===== config.mk =====
export PLATFORM = sky130hd
export DESIGN_NAME = pingpong_dir_ctrl
export DESIGN_NICKNAME = d
export VERILOG_FILES = /design/src/rtl/pingpong_dir_ctrl_pkg.sv /design/src/rtl/pingpong_dir_ctrl_rev_req_conditioner.sv /design/src/rtl/pingpong_dir_ctrl.sv
export SDC_FILE = /design/constraint.sdc
export NUM_CORES = 1
export LEC_CHECK = 0
export CAP_MARGIN = 20
export CORE_MARGIN = 1.5
export CORE_UTILIZATION = 45
export CTS_BUF_LIST = sky130_fd_sc_hd__clkbuf_2 sky130_fd_sc_hd__clkbuf_4 sky130_fd_sc_hd__clkbuf_8
export CTS_CLUSTER_SIZE = 8
export DETAILED_ROUTE_END_ITERATION = 8
export PLACE_DENSITY = 0.69
export SYNTH_ARGS = -nofsm -noshare
export SYNTH_HDL_FRONTEND = slang
export SYNTH_SLANG_ARGS = --single-unit

===== constraint.sdc =====
create_clock -name i_clk -period 4.3 [get_ports i_clk]
set_input_delay 0.645 -clock i_clk [delete_from_list [all_inputs] [get_ports i_clk]]
set_output_delay 0.645 -clock i_clk [all_outputs]
set_load 0.005 [all_outputs]

===== src/rtl/pingpong_dir_ctrl_pkg.sv =====
// Shared types and default parameter values for the ping-pong direction controller.
package pingpong_dir_ctrl_pkg;

    typedef enum logic [1:0] {
        ST_IDLE = 2'd0,
        ST_UP   = 2'd1,
        ST_DOWN = 2'd2
    } state_e;

    localparam int DEF_WIDTH   = 4;
    localparam int DEF_HI_LIM  = 12;
    localparam int DEF_LO_LIM  = 3;
    localparam int DEF_HOLDOFF = 2;
    localparam int DEF_DB_CYC  = 4;

    localparam logic [7:0] TURN_CNT_MAX = 8'hFF;

endpackage


===== src/rtl/pingpong_dir_ctrl_rev_req_conditioner.sv =====
// Turns the manual reverse request level into a one-cycle registered accept pulse.
// DIR_DEBOUNCE_EN defined  : 2-flop synchronizer + DB_CYC-cycle stable-high debounce,
//                            one accept per qualified high period.
// DIR_DEBOUNCE_EN undefined: input treated as synchronous, accept on its rising edge.
module rev_req_conditioner
    import pingpong_dir_ctrl_pkg::*;
#(
    parameter int DB_CYC = DEF_DB_CYC
) (
    input  logic i_clk,
    input  logic i_rst,
    input  logic i_rev_req,
    output logic o_accept
);

    // No module of this name exists: a zero debounce length stops elaboration.
    if (DB_CYC < 1) begin : g_bad_db_cyc
        illegal_db_cyc_parameter u_err ();
    end

    logic r_accept;

`ifdef DIR_DEBOUNCE_EN
    localparam logic [7:0] DB_CYC_C = 8'(DB_CYC);

    logic       r_sync1;
    logic       r_sync2;
    logic [7:0] r_db_cnt;

    // Synchronize, then count consecutive high samples; fire once when the count completes.
    always_ff @(posedge i_clk) begin
        if (i_rst) begin
            r_sync1  <= 1'b0;
            r_sync2  <= 1'b0;
            r_db_cnt <= 8'd0;
            r_accept <= 1'b0;
        end else begin
            r_sync1  <= i_rev_req;
            r_sync2  <= r_sync1;
            r_accept <= 1'b0;
            if (!r_sync2) begin
                r_db_cnt <= 8'd0;
            end else if (r_db_cnt < DB_CYC_C) begin
                r_db_cnt <= r_db_cnt + 8'd1;
                if (r_db_cnt == DB_CYC_C - 8'd1) begin
                    r_accept <= 1'b1;
                end
            end
        end
    end
`else
    logic r_prev;

    // Rising-edge detect against the previous sample.
    always_ff @(posedge i_clk) begin
        if (i_rst) begin
            r_prev   <= 1'b0;
            r_accept <= 1'b0;
        end else begin
            r_prev   <= i_rev_req;
            r_accept <= i_rev_req & ~r_prev;
        end
    end
`endif

    assign o_accept = r_accept;

endmodule


===== src/rtl/pingpong_dir_ctrl.sv =====
// Ping-pong direction controller: steers an up/down counter between LO_LIM and HI_LIM,
// with a post-turn holdoff on limit checks and a manual reverse request.
// Optional macro DIR_DEBOUNCE_EN selects the debounced reverse-request path.
// Handshake-free block: o_turn is a single-cycle registered strobe, o_dir a registered level.
module pingpong_dir_ctrl
    import pingpong_dir_ctrl_pkg::*;
#(
    parameter int WIDTH   = DEF_WIDTH,
    parameter int HI_LIM  = DEF_HI_LIM,
    parameter int LO_LIM  = DEF_LO_LIM,
    parameter int HOLDOFF = DEF_HOLDOFF,
    parameter int DB_CYC  = DEF_DB_CYC
) (
    input  logic             i_clk,
    input  logic             i_rst,
    input  logic             i_en,
    input  logic [WIDTH-1:0] i_q,
    input  logic             i_rev_req,
    output logic             o_dir,
    output logic             o_turn,
    output logic [7:0]       o_turn_cnt,
    output logic             o_sat,
    output state_e           o_state
);

    localparam logic [WIDTH-1:0] HI_C      = WIDTH'(HI_LIM);
    localparam logic [WIDTH-1:0] LO_C      = WIDTH'(LO_LIM);
    localparam logic [7:0]       HOLDOFF_C = 8'(HOLDOFF);

    // No module of this name exists: inverted limits stop elaboration.
    if (LO_LIM >= HI_LIM) begin : g_bad_limits
        illegal_limit_parameters u_err ();
    end

    logic [WIDTH-1:0] r_q;
    state_e           r_state;
    logic             r_dir;
    logic             r_turn;
    logic [7:0]       r_turn_cnt;
    logic [7:0]       r_holdoff;

    state_e           w_state_next;
    logic             w_dir_next;
    logic             w_turn_next;
    logic             w_accept;
    logic             w_hold_exp;
    logic             w_hi_hit;
    logic             w_lo_hit;

    rev_req_conditioner #(
        .DB_CYC (DB_CYC)
    ) u_cond (
        .i_clk     (i_clk),
        .i_rst     (i_rst),
        .i_rev_req (i_rev_req),
        .o_accept  (w_accept)
    );

    assign w_hold_exp = (r_holdoff == 8'd0);
    assign w_hi_hit   = (r_q >= HI_C) && w_hold_exp;
    assign w_lo_hit   = (r_q <= LO_C) && w_hold_exp;

    // Next state: en dominates; limit and accept are OR-ed so a coincidence yields one turn;
    // a turn is never issued right after another.
    always_comb begin
        w_state_next = r_state;
        w_dir_next   = r_dir;
        w_turn_next  = 1'b0;
        case (r_state)
            ST_IDLE: begin
                if (i_en) begin
                    w_state_next = r_dir ? ST_UP : ST_DOWN;
                end
            end
            ST_UP: begin
                if (!i_en) begin
                    w_state_next = ST_IDLE;
                end else if (!r_turn && (w_hi_hit || w_accept)) begin
                    w_state_next = ST_DOWN;
                    w_dir_next   = 1'b0;
                    w_turn_next  = 1'b1;
                end
            end
            ST_DOWN: begin
                if (!i_en) begin
                    w_state_next = ST_IDLE;
                end else if (!r_turn && (w_lo_hit || w_accept)) begin
                    w_state_next = ST_UP;
                    w_dir_next   = 1'b1;
                    w_turn_next  = 1'b1;
                end
            end
            default: begin
                w_state_next = ST_IDLE;
            end
        endcase
    end

    // State register with the registered q sample and direction/turn outputs.
    always_ff @(posedge i_clk) begin
        if (i_rst) begin
            r_q     <= '0;
            r_state <= ST_IDLE;
            r_dir   <= 1'b1;
            r_turn  <= 1'b0;
        end else begin
            r_q     <= i_q;
            r_state <= w_state_next;
            r_dir   <= w_dir_next;
            r_turn  <= w_turn_next;
        end
    end

    // Holdoff reloads on every turn and drains to zero; turn count saturates at 255.
    always_ff @(posedge i_clk) begin
        if (i_rst) begin
            r_holdoff  <= 8'd0;
            r_turn_cnt <= 8'd0;
        end else if (w_turn_next) begin
            r_holdoff <= HOLDOFF_C;
            if (r_turn_cnt != TURN_CNT_MAX) begin
                r_turn_cnt <= r_turn_cnt + 8'd1;
            end
        end else if (r_holdoff != 8'd0) begin
            r_holdoff <= r_holdoff - 8'd1;
        end
    end

    assign o_dir      = r_dir;
    assign o_turn     = r_turn;
    assign o_turn_cnt = r_turn_cnt;
    assign o_sat      = (r_turn_cnt == TURN_CNT_MAX);
    assign o_state    = r_state;

endmodule

After elaboration in Yosys (flattened, before gate mapping)

Index checks and enable logic that the tools add are counted.

Register bits: 26
Bits of input ports: 8
Output and inout bits: 13

Add/sub/neg operators: 2
Magnitude comparators: 2
Equal/unequal tests: 11
Mux-type cells: 19
Bitwise logic cells: 2
Reductions and logical operators: 16

Operators by type and width:

| operator              | count |
|---|---|
| $mux W2               | 8 |
| $ne A2 B2 Y1 const B  | 5 |
| $add A8 B1 Y8 const B | 1 |
| $eq A8 B8 Y1 const B  | 1 |
| $logic_not A8 Y1      | 1 |
| $mux W1               | 8 |
| $ne A8 B8 Y1 const B  | 1 |
| $reduce_bool A8 Y1    | 1 |
| $sub A8 B1 Y8 const B | 1 |
| $ne A3 B3 Y1 const B  | 2 |
| $pmux W2 S3           | 1 |
| $reduce_and A5 Y1     | 1 |
| $ge A4 B4 Y1 const B  | 1 |
| $le A4 B2 Y1 const B  | 1 |
| $logic_and A1 B1 Y1   | 4 |
| $pmux W1 S2           | 2 |
| $reduce_bool A2 Y1    | 2 |
| $reduce_and A3 Y1     | 1 |
| $eq A2 B1 Y1 const B  | 1 |
| $eq A2 B2 Y1 const B  | 1 |
| $logic_not A2 Y1      | 1 |
| $logic_or A1 B1 Y1    | 2 |
| $reduce_and A2 Y1     | 1 |
| $reduce_or A2 Y1      | 1 |
| other kinds (3)       | 3 |

Longest topological paths before layout

Depth after elaboration: 8
Depth in mapped cells: 7
Mapped depth without buffers: 7

Modules after synthesis

Synthesis repeated with hierarchy kept, for this count alone.

Cell total of the unflattened synthesis: 138
Area, all modules: 1227.4 um^2

Modules (own cells, without submodules):

| module              | times used | cells each | area an instance (um^2) |
|---|---|---|---|
| pingpong_dir_ctrl   | 1          | 134        | 1168.6 |
| rev_req_conditioner | 1          | 4          | 58.8 |

Worst setup path before layout

Ideal clock, no wire load.

Path kind: register to register
Start: register r_state[0], in the netlist o_state[0]
End: register r_turn_cnt[7], in the netlist o_turn_cnt[7]
Setup time: 0.121 ns
Arrival: 1.869 ns
Required time: 4.179 ns
Setup slack: 2.310 ns
Cell stages (with the launch flop): 8
Period minus slack after synthesis: 1.990 ns
Cells stage by stage: dfxtp_1 -> inv_1 -> ha_1 -> nor3b_1 -> o211ai_4 -> a211oi_4 -> nand2b_2 -> mux2_4

Cells in the longest elaborated chain, start to end: 3
Elaborated cells between the ends (all ways): 4

Ends and longest elaborated chain:

| item                                                | RTL line                 | RTL |
|---|---|---|
| start: declaration                                  | pingpong_dir_ctrl.sv:36  | `state_e r_state;` |
| start signal: assignment                            | pingpong_dir_ctrl.sv:108 | `r_state <= w_state_next;` |
| $eq A2 B2 Y1 / $eq A2 B1 Y1 (equally long branches) | pingpong_dir_ctrl.sv:69  | `case (r_state)` |
| $pmux W1 S2 *                                       | pingpong_dir_ctrl.sv:69  |  |
| $reduce_and A2 Y1 (no source line) *                | -                        |  |
| end signal: assignment                              | pingpong_dir_ctrl.sv:122 | `r_turn_cnt <= r_turn_cnt + 8'd1;` |
| end: declaration                                    | pingpong_dir_ctrl.sv:39  | `logic [7:0] r_turn_cnt;` |

Every way passes the cells marked *; elsewhere a longest branch is shown, timed or not.
A chain may end at the register's enable or synchronous reset.

Worst setup path after layout

Start: register r_turn_cnt[0], in the netlist o_turn_cnt[0]
End: output o_sat

Cells in the longest elaborated chain, start to end: 1

Ends and longest elaborated chain:

| item             | RTL line                 | RTL |
|---|---|---|
| $eq A8 B8 Y1     | pingpong_dir_ctrl.sv:132 | `assign o_sat = (r_turn_cnt == TURN_CNT_MAX);` |
| end: declaration | pingpong_dir_ctrl.sv:22  | `output logic o_sat,` |

Every way passes these cells.

==> flow_metrics.env <==
export IMPL_synth_edff_count=0
export IMPL_cp_top_family="buffers and inverters"
export IMPL_ant_nets=0
export IMPL_final_nets=171
export IMPL_clock_sinks=24
export IMPL_die_x_um=56.0
export IMPL_gp_congestion=0.763
export IMPL_initialDrtViolationCount=15
export IMPL_syn_num_nets=150
export IMPL_htreeDepth=1
export IMPL_dr_pass1_iters=4
export IMPL_grt_pass1_wl_mm=4.22
export IMPL_cts_root_buf="clkbuf_4"
export IMPL_final_min_clock_period_ps=2640
export IMPL_seq_area_frac_synth_pct=38.0
export IMPL_rsz0062_at_grt="false"
export IMPL_start_util_pct=46.6
export IMPL_power_total_mw=0.767
export IMPL_drcViolationCount=0
export IMPL_grtUsageTotal_pct=17.1
export IMPL_insertion_delay_ps=320
export IMPL_syn_to_final_growth_pct=19.0
export IMPL_synth_seq_cells=24
export IMPL_tritoncts="built"
export IMPL_vias=983
export IMPL_max_stage_delay_ps=580
export IMPL_antenna_found_initial=0
export IMPL_worstSetupPathType="reg -> out"
export IMPL_drive_above_1_share_pct=8.97
export IMPL_grt_max_degree=24
export IMPL_wl_mm=2.41
export IMPL_max_freq_ghz=0.379
export IMPL_p_leak_nw=0.588
export IMPL_cap_violations=0
export IMPL_worst_setup_path_start_kind="flop"
export IMPL_fin_cells=187
export IMPL_placementRows=19
export IMPL_syn_area_um2=1260
export IMPL_core_region_area_um2=2710
export IMPL_globalRoute_totalOverflow=0
export IMPL_tightest_slew_ps=718
export IMPL_yosys_warnings=0
export IMPL_clkSlewWorstSetupHoldPaths_ps=130
export IMPL_hold_viol_final=0
export IMPL_dieArea_um2=3130
export IMPL_arrival_ps=1990
export IMPL_holdWs_ps=403
export IMPL_run_status="finished, final reports clean"
export IMPL_avgRoutedWirePerCell_um=12.9
export IMPL_async_flop_share_pct=0
export IMPL_io_buffers=18
export IMPL_via_per_inst=5.26
export IMPL_setup_ws_ps=1660
export IMPL_max_vdd_ir_drop_mv=0.361
export IMPL_grt_pass1_vias=976
export IMPL_slew_violations=0
export IMPL_dieHeight_um=56.0
export IMPL_cts_made_buffers=3
export IMPL_diodes=0
export IMPL_end_kind="output port"
export IMPL_hold_buffers=0
export IMPL_post_cts_resized=0
export IMPL_detailedPlace_worstSlack_ps=1830
export IMPL_crit_buf_inv=1
export IMPL_path_cells="ha_1, nand3_1, nor2_1, clkdlybuf4s50_1"
export IMPL_maxSlewHeadroom_pct=52.0
export IMPL_cpMaxStageDelayCell="clkdlybuf4s50_1"
export IMPL_dp_hpwl_mm=1.75
export IMPL_avgSynthCellArea_um2=9.29
export IMPL_tns_ps=0
export IMPL_ys_types=43
export IMPL_synthesis_instances=136
export IMPL_final_period_utilization_pct=61.3
export IMPL_hp_class="reg -> reg"
export IMPL_cts_setup_buffers=0
export IMPL_synth_ff_type="dfxtp_1"
export IMPL_final_setup_viol_count=0
export IMPL_clockBufferDepth=2
export IMPL_dpl_cell_count=183
export IMPL_cp_required_ps=3650
export IMPL_power_density_nw_per_um2=510
export IMPL_cp_max_fo=5
export IMPL_clock_skew_ps=8.29
export IMPL_boundaryPins=21
## synth_stat cells (2+ instances only)
library cell	number	area (um^2)
nand2_1	6	22.5
o21ai_0	5	25.0
nand2b_1	2	12.5
and3_1	2	12.5
nor3_1	3	15.0
a21oi_1	4	20.0
nand4_1	3	18.8
nor2b_1	6	37.5
and2_1	3	18.8
nand3_1	5	25.0
o31ai_1	2	15.0
nor3b_1	3	22.5
inv_1	8	30.0
ha_1	6	75.1
xnor2_1	6	52.6
dfxtp_1	24	480
nor2_1	21	78.8
mux2i_1	2	20.0
## through the flow
step,area (um^2),utilization (%)
finish,1500,55.5
global route,1500,55.5
CTS,1500,55.5
detailed placement,1470,54.2
global placement,1470,54.2
floorplan,1260,-
## registers in the layout (all words and copies together) (netlist names)
register	flops
o_dir	1
o_state	2
o_turn	1
o_turn_cnt	8
r_holdoff	8
r_q	2
u_cond.o_accept	1
u_cond.r_prev	1
## cells by family after synthesis
logic type | Yosys count | share of synthesized area, %
multiplexers | 4 | 3.66
flip-flops | 24 | 38.0
XOR/XNOR | 7 | 4.85
buffers and inverters | 10 | 3.56
adder cells (fa/ha/maj) | 6 | 5.94
AND/OR/NAND/NOR | 61 | 27.6
AO/OA/AOI/OAI | 24 | 16.3
## cells in the final DEF (no fill, tap or decap), types with 3 or more instances in the layout
master           count
a21oi_1              4
and2_1               3
clkbuf_4             3
clkdlybuf4s50_1     18
dfxtp_1             24
ha_1                 6
inv_1                8
nand2_1              6
nand3_1              5
nand4_1              3
nor2_1              21
nor2b_1              6
nor3_1               3
nor3b_1              3
o21ai_0              5
xnor2_1              6
## final timing paths
path | startpoint | to | slack [ps] | depth (start not counted)
worst min register to register | u_cond.r_prev | u_cond.o_accept | 400 | 1
worst max register to register | o_state[0] | o_turn_cnt[7] | 2120 | 7
worst max-delay path | o_turn_cnt[0] | o_sat | 1660 | 4
worst min-delay path | u_cond.r_prev | u_cond.o_accept | 400 | 1
## cell type report
cell class	instances	area (um^2)
Fill cell	254	1210
Multi-Input combinational cell	102	738
Sequential cell	24	480
Timing Repair Buffer	18	180
Tap cell	31	38.8
Clock buffer	4	36.3
Inverter	8	30.0
## metal layers
layer / GRT usage, % / wire length, um / vias up
met5: 0 / 0 / -
met4: 6.12 / 43 / 0
met1: 20.3 / 1190 / 443
met2: 29.9 / 1110 / 21
li1: - / - / 515
met3: 4.19 / 75 / 4
## power by group
group | switching, mW | total (mW) | internal, mW
clock network | 0.0683 | 0.120 | 0.0518
registers | 0.0511 | 0.315 | 0.264
logic | 0.175 | 0.332 | 0.157
total | 0.295 | 0.767 | 0.473
Note: power is estimated with default switching activity, not from simulation.
